==> src/rtl/rf_pkg.sv <==
// rf_pkg: shared defaults and base typedefs for the scoreboarded register file.
//   RF_DATA_W   - default register width
//   RF_NUM_REGS - default register count (power of two)
//   RF_NUM_RD   - default number of read ports
//   rf_addr_t / rf_data_t - address and data types at the default sizes
package rf_pkg;

    localparam int RF_DATA_W   = 16;
    localparam int RF_NUM_REGS = 16;
    localparam int RF_NUM_RD   = 2;
    localparam int RF_ADDR_W   = $clog2(RF_NUM_REGS);

    typedef logic [RF_ADDR_W-1:0] rf_addr_t;
    typedef logic [RF_DATA_W-1:0] rf_data_t;

endpackage

==> src/rtl/rf_read_port.sv <==
// rf_read_port: one combinational read port of the register file.
// Ports:
//   active     - low while the file is held in reset; forces outputs to zero
//   regs       - full storage array from the top level
//   busy_vec   - registered scoreboard from the top level
//   wr_en/wr_addr/wr_data - same-cycle write, used for bypass and busy clear
//   issue_en/issue_addr   - same-cycle issue, keeps busy set on a write hit
//   rd_en/rd_addr         - this port's enable and address
//   rd_data/rd_busy       - read value and pending-write flag
module rf_read_port
    import rf_pkg::*;
#(
    parameter int DATA_W   = RF_DATA_W,
    parameter int NUM_REGS = RF_NUM_REGS,
    parameter int ZERO_REG = 1,
    localparam int ADDR_W  = $clog2(NUM_REGS)
) (
    input  logic                               active,
    input  logic [NUM_REGS-1:0][DATA_W-1:0]    regs,
    input  logic [NUM_REGS-1:0]                busy_vec,
    input  logic                               wr_en,
    input  logic [ADDR_W-1:0]                  wr_addr,
    input  logic [DATA_W-1:0]                  wr_data,
    input  logic                               issue_en,
    input  logic [ADDR_W-1:0]                  issue_addr,
    input  logic                               rd_en,
    input  logic [ADDR_W-1:0]                  rd_addr,
    output logic [DATA_W-1:0]                  rd_data,
    output logic                               rd_busy
);

    logic hit_wr;
    logic hit_iss;
    logic is_zero;

    always_comb begin
        hit_wr  = wr_en && (wr_addr == rd_addr);
        hit_iss = issue_en && (issue_addr == rd_addr);
        is_zero = (ZERO_REG != 0) && (rd_addr == '0);
        rd_data = '0;
        rd_busy = 1'b0;
        if (active && rd_en && !is_zero) begin
            // Write-before-read: a same-cycle write is visible immediately.
            rd_data = hit_wr ? wr_data : regs[rd_addr];
            // A same-cycle write retires the pending bit unless a new
            // producer is issued to the same register in that cycle.
            rd_busy = busy_vec[rd_addr] && !(hit_wr && !hit_iss);
        end
    end

endmodule

==> src/rtl/reg_file_sb.sv <==
// reg_file_sb: register file with write-before-read bypass and a
// per-register pending-write scoreboard.
// Ports:
//   clk        - clock, all state updates on the rising edge
//   rst        - asynchronous active-low reset
//   wr_en/wr_addr/wr_data - write port; a write clears the busy bit
//   rd_en/rd_addr         - per-port read enable and address
//   rd_data/rd_busy       - per-port read value and pending flag
//   issue_en/issue_addr   - marks a destination register pending
//   busy_vec              - registered scoreboard, one bit per register
module reg_file_sb
    import rf_pkg::*;
#(
    parameter int DATA_W   = RF_DATA_W,
    parameter int NUM_REGS = RF_NUM_REGS,
    parameter int NUM_RD   = RF_NUM_RD,
    parameter int ZERO_REG = 1,
    localparam int ADDR_W  = $clog2(NUM_REGS)
) (
    input  logic                            clk,
    input  logic                            rst,
    input  logic                            wr_en,
    input  logic [ADDR_W-1:0]               wr_addr,
    input  logic [DATA_W-1:0]               wr_data,
    input  logic [NUM_RD-1:0]               rd_en,
    input  logic [NUM_RD-1:0][ADDR_W-1:0]   rd_addr,
    output logic [NUM_RD-1:0][DATA_W-1:0]   rd_data,
    output logic [NUM_RD-1:0]               rd_busy,
    input  logic                            issue_en,
    input  logic [ADDR_W-1:0]               issue_addr,
    output logic [NUM_REGS-1:0]             busy_vec
);

    logic [NUM_REGS-1:0][DATA_W-1:0] regs;
    logic [NUM_REGS-1:0]             busy_nxt;
    logic                            wr_ok;
    logic                            iss_ok;

    // Register 0 silently drops writes and issues when it is hardwired.
    always_comb begin
        wr_ok  = wr_en    && !((ZERO_REG != 0) && (wr_addr == '0));
        iss_ok = issue_en && !((ZERO_REG != 0) && (issue_addr == '0));
    end

    // Clear first, then set, so a same-address issue supersedes the write.
    always_comb begin
        busy_nxt = busy_vec;
        if (wr_ok) begin
            busy_nxt[wr_addr] = 1'b0;
        end
        if (iss_ok) begin
            busy_nxt[issue_addr] = 1'b1;
        end
    end

    always_ff @(posedge clk or negedge rst) begin
        if (!rst) begin
            regs     <= '0;
            busy_vec <= '0;
        end else begin
            if (wr_ok) begin
                regs[wr_addr] <= wr_data;
            end
            busy_vec <= busy_nxt;
        end
    end

    for (genvar p = 0; p < NUM_RD; p++) begin : g_rd
        rf_read_port #(
            .DATA_W   (DATA_W),
            .NUM_REGS (NUM_REGS),
            .ZERO_REG (ZERO_REG)
        ) u_port (
            .active     (rst),
            .regs       (regs),
            .busy_vec   (busy_vec),
            .wr_en      (wr_en),
            .wr_addr    (wr_addr),
            .wr_data    (wr_data),
            .issue_en   (issue_en),
            .issue_addr (issue_addr),
            .rd_en      (rd_en[p]),
            .rd_addr    (rd_addr[p]),
            .rd_data    (rd_data[p]),
            .rd_busy    (rd_busy[p])
        );
    end

endmodule

==> config.mk <==
export PLATFORM = sky130hd
export DESIGN_NAME = reg_file_sb
export DESIGN_NICKNAME = d
export VERILOG_FILES = /design/src/rtl/rf_pkg.sv /design/src/rtl/rf_read_port.sv /design/src/rtl/reg_file_sb.sv
export SDC_FILE = /design/constraint.sdc
export NUM_CORES = 1
export LEC_CHECK = 0
export BUFFER_PORTS_ARGS = -buffer_cell sky130_fd_sc_hd__buf_2
export CAP_MARGIN = 20
export CORE_ASPECT_RATIO = 0.7
export CORE_MARGIN = 2
export CORE_UTILIZATION = 60
export DETAILED_ROUTE_END_ITERATION = 16
export GPL_TIMING_DRIVEN = 1
export HOLD_SLACK_MARGIN = 0.12
export PLACE_DENSITY_LB_ADDON = 0.2
export SKIP_CTS_REPAIR_TIMING = 1
export SLEW_MARGIN = 25
export SYNTH_ARGS = -nofsm -noshare
export SYNTH_HDL_FRONTEND = slang
export SYNTH_SLANG_ARGS = --single-unit
==> constraint.sdc <==
create_clock -name clk -period 4.96 [get_ports clk]
set_input_delay 0.496 -clock clk [delete_from_list [all_inputs] [get_ports clk]]
set_output_delay 0.496 -clock clk [all_outputs]
set_load 0.05 [all_outputs]
* Word level (Yosys, flattened, before mapping) *
Index checks and enable logic that the tools add are counted.

storage, ports and cells
  bits in registers = 272
  word-level logic and storage cells = 81

cells by class
  $lt $le $gt $ge = 6
  eq/ne operators = 4
  mux-type cells = 23
  bitwise operators = 3
  reduce and logical (&&, ||, !) cells = 28

operators by type and width
  operator              number
  $bwmux W256           1
  $mux W16              9
  $bmux W16 S4          2
  $demux W16 S4         1
  $lt A4 B5 Y1 const B  4
  $and A16 B16 Y16      1
  $eq A4 B4 Y1          4
  $logic_and A1 B1 Y1   16
  $logic_not A4 Y1      4
  $not A16 Y16          1
  $or A16 B16 Y16       1
  $bmux W1 S4           2
  $demux W1 S4          2
  $ge A4 B1 Y1 const B  2
  $logic_not A1 Y1      8
  $mux W1               6

* Depth between registers and ports, before layout *
Gate-level depths: netlist of the first run.

  depth after elaboration = 9
  gate-level depth with buffers = 8

* Cells and area by module *
From an unflattened synthesis of the first run, not the netlist that was laid out.

unflattened totals
  cell total of the unflattened synthesis = 1136
  area, all modules = 15320.9 sq um

modules (own cells, without submodules)
  module        times used  cells each  area an instance (sq um)  sequential area each (sq um)
  reg_file_sb   1           628         10198.5                   6806.5
  rf_read_port  2           254         2561.2                    0.0

* Worst setup path after synthesis of the first run *
OpenSTA, ideal clock, no wires.

  kind = input -> output
  start = input port rd_addr[4] in the netlist's numbering
  end = output port rd_data[20] in the netlist's numbering
  arrival = 2.826 ns
  data required time = 4.464 ns
  slack = 1.638 ns
  stages = 7
  cell sequence = buf_2 > or3_1 > buf_2 > buf_2 > o22ai_1 > a211oi_1 > a311oi_1

RTL lines
  what         line               RTL
  from (decl)  reg_file_sb.sv:26  input logic [NUM_RD-1:0][ADDR_W-1:0] rd_addr,
  to (decl)    reg_file_sb.sv:27  output logic [NUM_RD-1:0][DATA_W-1:0] rd_data,

==> results of run 1 <==
## logic make-up after synthesis
family | count (synthesis) | synth area share, %
AOI/OAI and AO/OA | 160 | 7.39
xor gates and xnor gates | 16 | 0.929
buffers and inverters | 134 | 4.89
DFF | 272 | 45.1
muxes | 442 | 37.6
and+or+nand+nor | 126 | 4.09
## state kept, by name, indices dropped and copies added, names as in the netlist
name	cells
regs	256
busy_vec	16
## per-stage QoR
step	hold WS, ns	std cells
finish	0.290	1496
detailed placement	0.389	1446
CTS	-0.0890	1495
global placement	0.385	1446
floorplan	0.200	1150
global route	0.300	1496
## path summary, 6_finish.rpt
path	startpoint	endpoint	cells after the start
min in group asynchronous	rst	busy_vec[0]	2
max in group asynchronous	rst	regs[226]	3
hold / removal	issue_addr[0]	busy_vec[12]	2
setup reg to reg	regs[78]	regs[78]	1
hold reg to reg	regs[4]	regs[4]	0
setup / recovery	rd_addr[4]	rd_data[26]	9
## power by group
part	switching, W	internal [W]
Combinational	0.000792	0.000831
Sequential	0.000377	0.00271
Clock	0.000884	0.00108
## layer usage
layer	GRT usage (%)	wire [um]
met5	0	0
met1	50.4	18800
met2	40.4	16300
met4	4.88	537
met3	9.54	4620
## cell usage after synthesis (4+ instances only)
cell type  instances  area [sq um]
nor2b_1            5          31.3
mux2_2           225          2530
nand2b_1           8          50.1
nor3_1             4          20.0
mux2_4            10           150
nor2_1            36           135
o22ai_1           66           413
or3_1              5          31.3
buf_2             40           200
buf_4             24           180
nand2_1           42           158
xor2_1            12           105
nand3b_1           4          30.0
dfrtp_1          272          6810
nor2_2             8          50.1
nand3_1            4          20.0
xnor2_1            4          35.0
mux2_1             7          78.8
mux2i_1          128          1280
clkbuf_1          53           199
buf_6             10           113
a211oi_1          36           270
o21ai_0           20           100
mux4_2            72          1620
a311oi_1          30           263
## final cells by class
| class | instances | area (sq um) |
|---|---|---|
| Clock buffer | 41 | 778 |
| Clock inverter | 8 | 43.8 |
| Fill cell | 1835 | 8470 |
| Inverter | 3 | 11.3 |
| Multi-Input combinational cell | 744 | 7570 |
| Sequential cell | 272 | 6810 |
| Tap cell | 325 | 407 |
| Timing Repair Buffer | 103 | 598 |
==> metrics.yaml, run 1 <==
synth:
  syn-instance-count: 1150
  synth_cell_types: 40
  synth_nets: 1188
  synth_seq_area_share_pct: 45.1
  ys.warnings.count: 0
  syn_area_sq_um: 15100
  async_flop_share_pct: 100
  syn-mean-instance-area_sq_um: 13.1
  synth-edff-count: 0
  synthFlopType: "dfrtp_1"
  synth-seq-cells: 272
die:
  die-area_sq_um: 26400
  die_h_um: 137
  num_io_pins: 88
  rows: 48
  design.core.area_sq_um: 24700
  initial_core_util_pct: 61.1
  dieWidth_um: 193
cts:
  cts_num_sinks: 272
  cts_buffers: 27
  h-tree-depth: 1
  cts_buffer_depth: 3
  cts_tree: "built"
  clk_pin_slew_ns: 0.07
  clk_latency_ns: 0.54
  cts-root-buf: "clkbuf_16"
placed_design:
  hpwlAfterDp_um: 26900
  dpl_cell_area_sq_um: 15400
  globalplace.congestion: 0.925
  pre_cts_ws_ns: 1.48
  io_buffers: 87
global_routing:
  grt-ovfl-total: 0
  grt.total_usage_pct: 30.9
  grt_pass1_wl_um: 61900
  grt_pass1_vias: 9722
  antenna_found_initial: 0
  grt_max_degree: 168
setup_path:
  path_cells: "buf_4 > buf_4 > xor2_1 > nor3_1 > nand3_1 > buf_4 > nor2_1 > a311oi_1 > buf_2"
  r2r_slack_ns: 4.13
  criticalPathCategory: "in -> out"
  startpoint_type: "input port"
  end_kind: "output pin"
  cpPeakStageDelay_ns: 0.54
  cp.arrival_ns: 3.11
  crit_family: "buffers and inverters"
  crit_buf_inv: 4
  required_ns: 4.46
  worst_path_max_delay_cell: "buf_4"
  crit_fanout: 30
  worst_path_most_repeated_cell: "buf_4"
pwr:
  p_per_area_nw_per_um2: 411
  vdd_drop_max_v: 0.000299
  totalPowerFinal_w: 0.00667
  p_leak_nw: 7.02
cells_and_area:
  drive_gt1_share_pct: 39.8
  final_common_cell: "dfrtp_1"
  area_growth_pct: 7.50
  final_net_count: 1189
  final_util_pct: 65.7
  final_cell_mix: "272 x dfrtp_1, 225 x mux2_2, 128 x mux2i_1"
  diodes: 0
  final_area_sq_um: 16200
routing:
  drt_iter0_markers: 973
  finalWirelength_um: 40300
  first_pass_iters: 5
  via_per_inst: 6.82
  drtAntennaViolNets: 0
  vias: 10200
  post_drt_wl_per_cell_um: 26.9
  drc_errors: 0
timing:
  finalHoldViolCount: 0
  setup_ws_ns: 1.35
  slew_headroom_pct: 26.2
  finalMaxSlewViolations: 0
  setup_viol: 0
  rsz0062_at_grt: "no"
  worst_pin_slew_ns: 1.11
  period_share_pct: 72.7
  finalCriticalPeriod_ns: 3.61
  finClkSkew_ns: 0
  setup_tns_ns: 0
  fmax_mhz: 277
outcome:
  status: "finished clean"
run:
  cap_violations: 0
worst_hold_path:
  hold_class: "in -> reg"
(Power assumes the default switching activity.)
==> run 2, diff against run 1 <==
Settings changed: ABC_AREA set to 1.
Clock period 4.96 ns to 3.8 ns, I/O delays scaled along.
==> metrics.yaml, run 2 <==
outcome:
  status: "finished clean"  # unchanged
die:
  dieWidth_um: 202  # was 193 um
  num_io_pins: 88  # unchanged
  rows: 50  # was 48
  die_h_um: 142  # was 137 um
  design.core.area_sq_um: 26800  # was 24700 sq um
  die-area_sq_um: 28700  # was 26400 sq um
  initial_core_util_pct: 61.2  # was 61.1%
timing:
  setup_tns_ns: 0  # unchanged
  whs_ns: 0.165  # was 0.290 ns
  fmax_mhz: 338
  setup_ws_ns: 0.842  # was 1.35 ns
  period_share_pct: 77.8
  slew_headroom_pct: 33.4  # was 26.2%
  worst_pin_slew_ns: 0.997  # was 1.11 ns
  finalHoldViolCount: 0  # unchanged
  rsz0062_at_grt: "no"  # unchanged
  finalCriticalPeriod_ns: 2.96
  setup_viol: 0  # unchanged
  finalMaxSlewViolations: 0  # unchanged
  finClkSkew_ns: 0  # unchanged
routing:
  via_per_inst: 5.99  # was 6.82
  post_drt_wl_per_cell_um: 19.8  # was 26.9 um
  drc_errors: 0  # unchanged
  drt_iter0_markers: 2461  # was 973
  finalWirelength_um: 56500  # was 40300 um
  first_pass_iters: 7  # was 5
  vias: 17100  # was 10200
  drtAntennaViolNets: 0  # unchanged
setup_path:
  reg2reg_to: "busy_vec[5]"  # was regs[78]
  cp-startpoint: "rd_addr[0]"  # was rd_addr[4]
  criticalPathCategory: "in -> out"  # unchanged
  ff2ff_path_depth: 2  # was 1
  required_ns: 3.42  # was 4.46 ns
  end_kind: "output pin"  # unchanged
  r2r_slack_ns: 3.02  # was 4.13 ns
  cp.arrival_ns: 2.58  # was 3.11 ns
  startpoint_type: "input port"  # unchanged
  regToRegStartpoint: "busy_vec[5]"  # was regs[78]
  crit_fanout: 56  # was 30
pwr:
  p_leak_nw: 8.95  # was 7.02 nW
  totalPowerFinal_w: 0.00920  # was 0.00667 W
  clkPwrFrac_pct: 31.6  # was 29.4%
  seqPwrFrac_pct: 41.6  # was 46.2%
  p_int_w: 0.00594  # was 0.00462 W
  vdd_drop_max_v: 0.000390  # was 0.000299 V
  p_sw_share_pct: 35.4  # was 30.8%
  power_switching_w: 0.00325  # was 0.00205 W
  p_comb_share_pct: 26.8  # was 24.3%
  p_per_area_nw_per_um2: 518  # was 411 nW/um^2
synth:
  synthTopCellsByArea: "dfrtp_1 41%, nand2_1 21%, nand3_1 11%"  # was dfrtp_1 45%, mux2_2 17%, mux4_2 11%
  synthFlopType: "dfrtp_1"  # unchanged
  yosysTopAreaCellShare_pct: 41.5  # was 45.1%
  async_flop_share_pct: 100  # unchanged
  synth_top_area_cell: "dfrtp_1"  # unchanged
  yosysMostFrequentCell: "nand2_1"  # was dfrtp_1
  syn_area_sq_um: 16400  # was 15100 sq um
  syn-instance-count: 2515  # was 1150
  synth_cell_types: 25  # was 40
  synth-seq-cells: 272  # unchanged
  ys.warnings.count: 0  # unchanged
  syn-mean-instance-area_sq_um: 6.53  # was 13.1 sq um
  synth-edff-count: 0  # unchanged
  synth_nets: 2553  # was 1188
  ys_top_cells_by_count: "899 x nand2_1, 375 x nand3_1, 272 x dfrtp_1, 232 x o21ai_0, 226 x inv_1"  # was 272 x dfrtp_1, 225 x mux2_2, 128 x mux2i_1, 72 x mux4_2, 66 x o22ai_1
  synth_seq_area_share_pct: 41.5  # was 45.1%
cells_and_area:
  regMostFlops: "regs"  # unchanged
  largest_registers: "regs x256, busy_vec x16"  # unchanged
  largest_reg_flops: 256  # unchanged
  area_growth_pct: 8.16  # was 7.50%
  final_cell_mix: "899 x nand2_1, 375 x nand3_1, 272 x dfrtp_1"  # was 272 x dfrtp_1, 225 x mux2_2, 128 x mux2i_1
  drive_gt1_share_pct: 7.99  # was 39.8%
  multi_input_area_sq_um: 7850  # was 7570 sq um
  fillers: 2425  # was 1835
  final_common_cell: "nand2_1"  # was dfrtp_1
  final_net_count: 2514  # was 1189
  final_util_pct: 66.2  # was 65.7%
  seqCellArea_sq_um: 6810  # unchanged
global_routing:
  grt_pass1_vias: 15900  # was 9722
  grt.total_usage_pct: 39.7  # was 30.9%
  grt-ovfl-total: 0  # unchanged
  grt_pass1_wl_um: 88600  # was 61900 um
  grt_max_degree: 142  # was 168
  antenna_found_initial: 1  # was 0
  grt.met3_usage_pct: 8.63  # was 9.54%
  grt_util_met1_pct: 55.2  # was 50.4%
  grt.busiest_layer: "met2"  # was met1
  grt_use_met2_pct: 57.4  # was 40.4%
placed_design:
  hpwlAfterDp_um: 34500  # was 26900 um
  io_buffers: 87  # unchanged
  pre_cts_ws_ns: 0.962  # was 1.48 ns
  globalplace.congestion: 0.970  # was 0.925
cts:
  cts_buffers: 29  # was 27
  cts_buffer_depth: 3  # unchanged
  cts_num_sinks: 272  # unchanged
  clk_latency_ns: 0.57  # was 0.54 ns
  cts-root-buf: "clkbuf_16"  # unchanged
  h-tree-depth: 1  # unchanged
  cts_tree: "built"  # unchanged
  clk_pin_slew_ns: 0.07  # about the same
run:
  cap_violations: 0  # unchanged
worst_hold_path:
  holdPathStages: 3  # was 2
  hold_class: "in -> reg"  # unchanged
  whs_endpoint: "busy_vec[14]"  # was busy_vec[12]
  min_from: "issue_addr[3]"  # was issue_addr[0]
==> run 2: changes by cell type after synthesis, moves of 161 or more <==
cell / previous run / this run
nand3_1: 4 / 375
mux2_2: 225 / 0
nor2_1: 36 / 197
nand2_1: 42 / 899
inv_1: 3 / 226
o21ai_0: 20 / 232
==> run 2: metrics by stage <==
stage               instance area (sq um)  std cells
finish                              17800       2858
global route                        17800       2856
CTS                                 17700       2854
detailed placement                  16800       2808
global placement                    16800       2808
floorplan                           16400       2515
==> run 2: how the worst max path moves through the flow <==
| stage | slack [ns] | endpoint | cells past startpoint |
|---|---|---|---|
| after floorplan | 1.46 | rd_data[21] | 7 |
| after global placement | 0.99 | rd_data[5] | 10 |
| after detailed placement | 0.96 | rd_data[5] | 10 |
| after CTS | 0.96 | rd_data[14] | 10 |
| after global routing | 0.78 | rd_data[5] | 10 |
| final | 0.84 | rd_data[14] | 10 |
==> run 2: metal layers <==
layer	share of wire, %	wire [um]
met5	0	0
met2	41	23300
met4	6.6	3720
met3	13	7630
met1	39	21800
==> run 2: logic make-up (layout without fill, tap and decap cells) <==
family,Yosys count,after routing,share of synthesized area (%)
buf+inv,429,405,10.8
simple gates,1495,1495,37.7
compound gates,314,314,9.78
flops,272,272,41.5
other cells,0,3,0
xor+xnor,5,5,0.267
==> run 2: power groups by stage <==
stage | combinational, W | sequential [W] | clock (W)
2_1_floorplan | 0.00164 | 0.00391 | 0
3_3_place_gp | 0.00233 | 0.00384 | 0
3_5_place_dp | 0.00240 | 0.00387 | 0
4_1_cts | 0.00242 | 0.00382 | 0.00291
5_1_grt | 0.00275 | 0.00389 | 0.00303
6_report | 0.00247 | 0.00382 | 0.00291
==> run 2: critical path, cell delays in order <==
cell and delay, ns:
buf_4 0.46, buf_4 0.63, nand2_1 0.13, nand3_1 0.12
nand2_1 0.11, nand2_1 0.08, nand3_1 0.14, nor2_1 0.18
nor2_1 0.08, buf_2 0.22
==> run 2: layout make-up <==
type                       count  share of cell area, %
multi-input combinational   1814                   44.2
sequential                   272                   38.3
inverter                     232                   4.93
timing repair buffer         127                   4.66
clock buffer                  38                   4.56
tap                          364                   2.56
clock inverter                 8                  0.683
antenna                        3                 0.0423
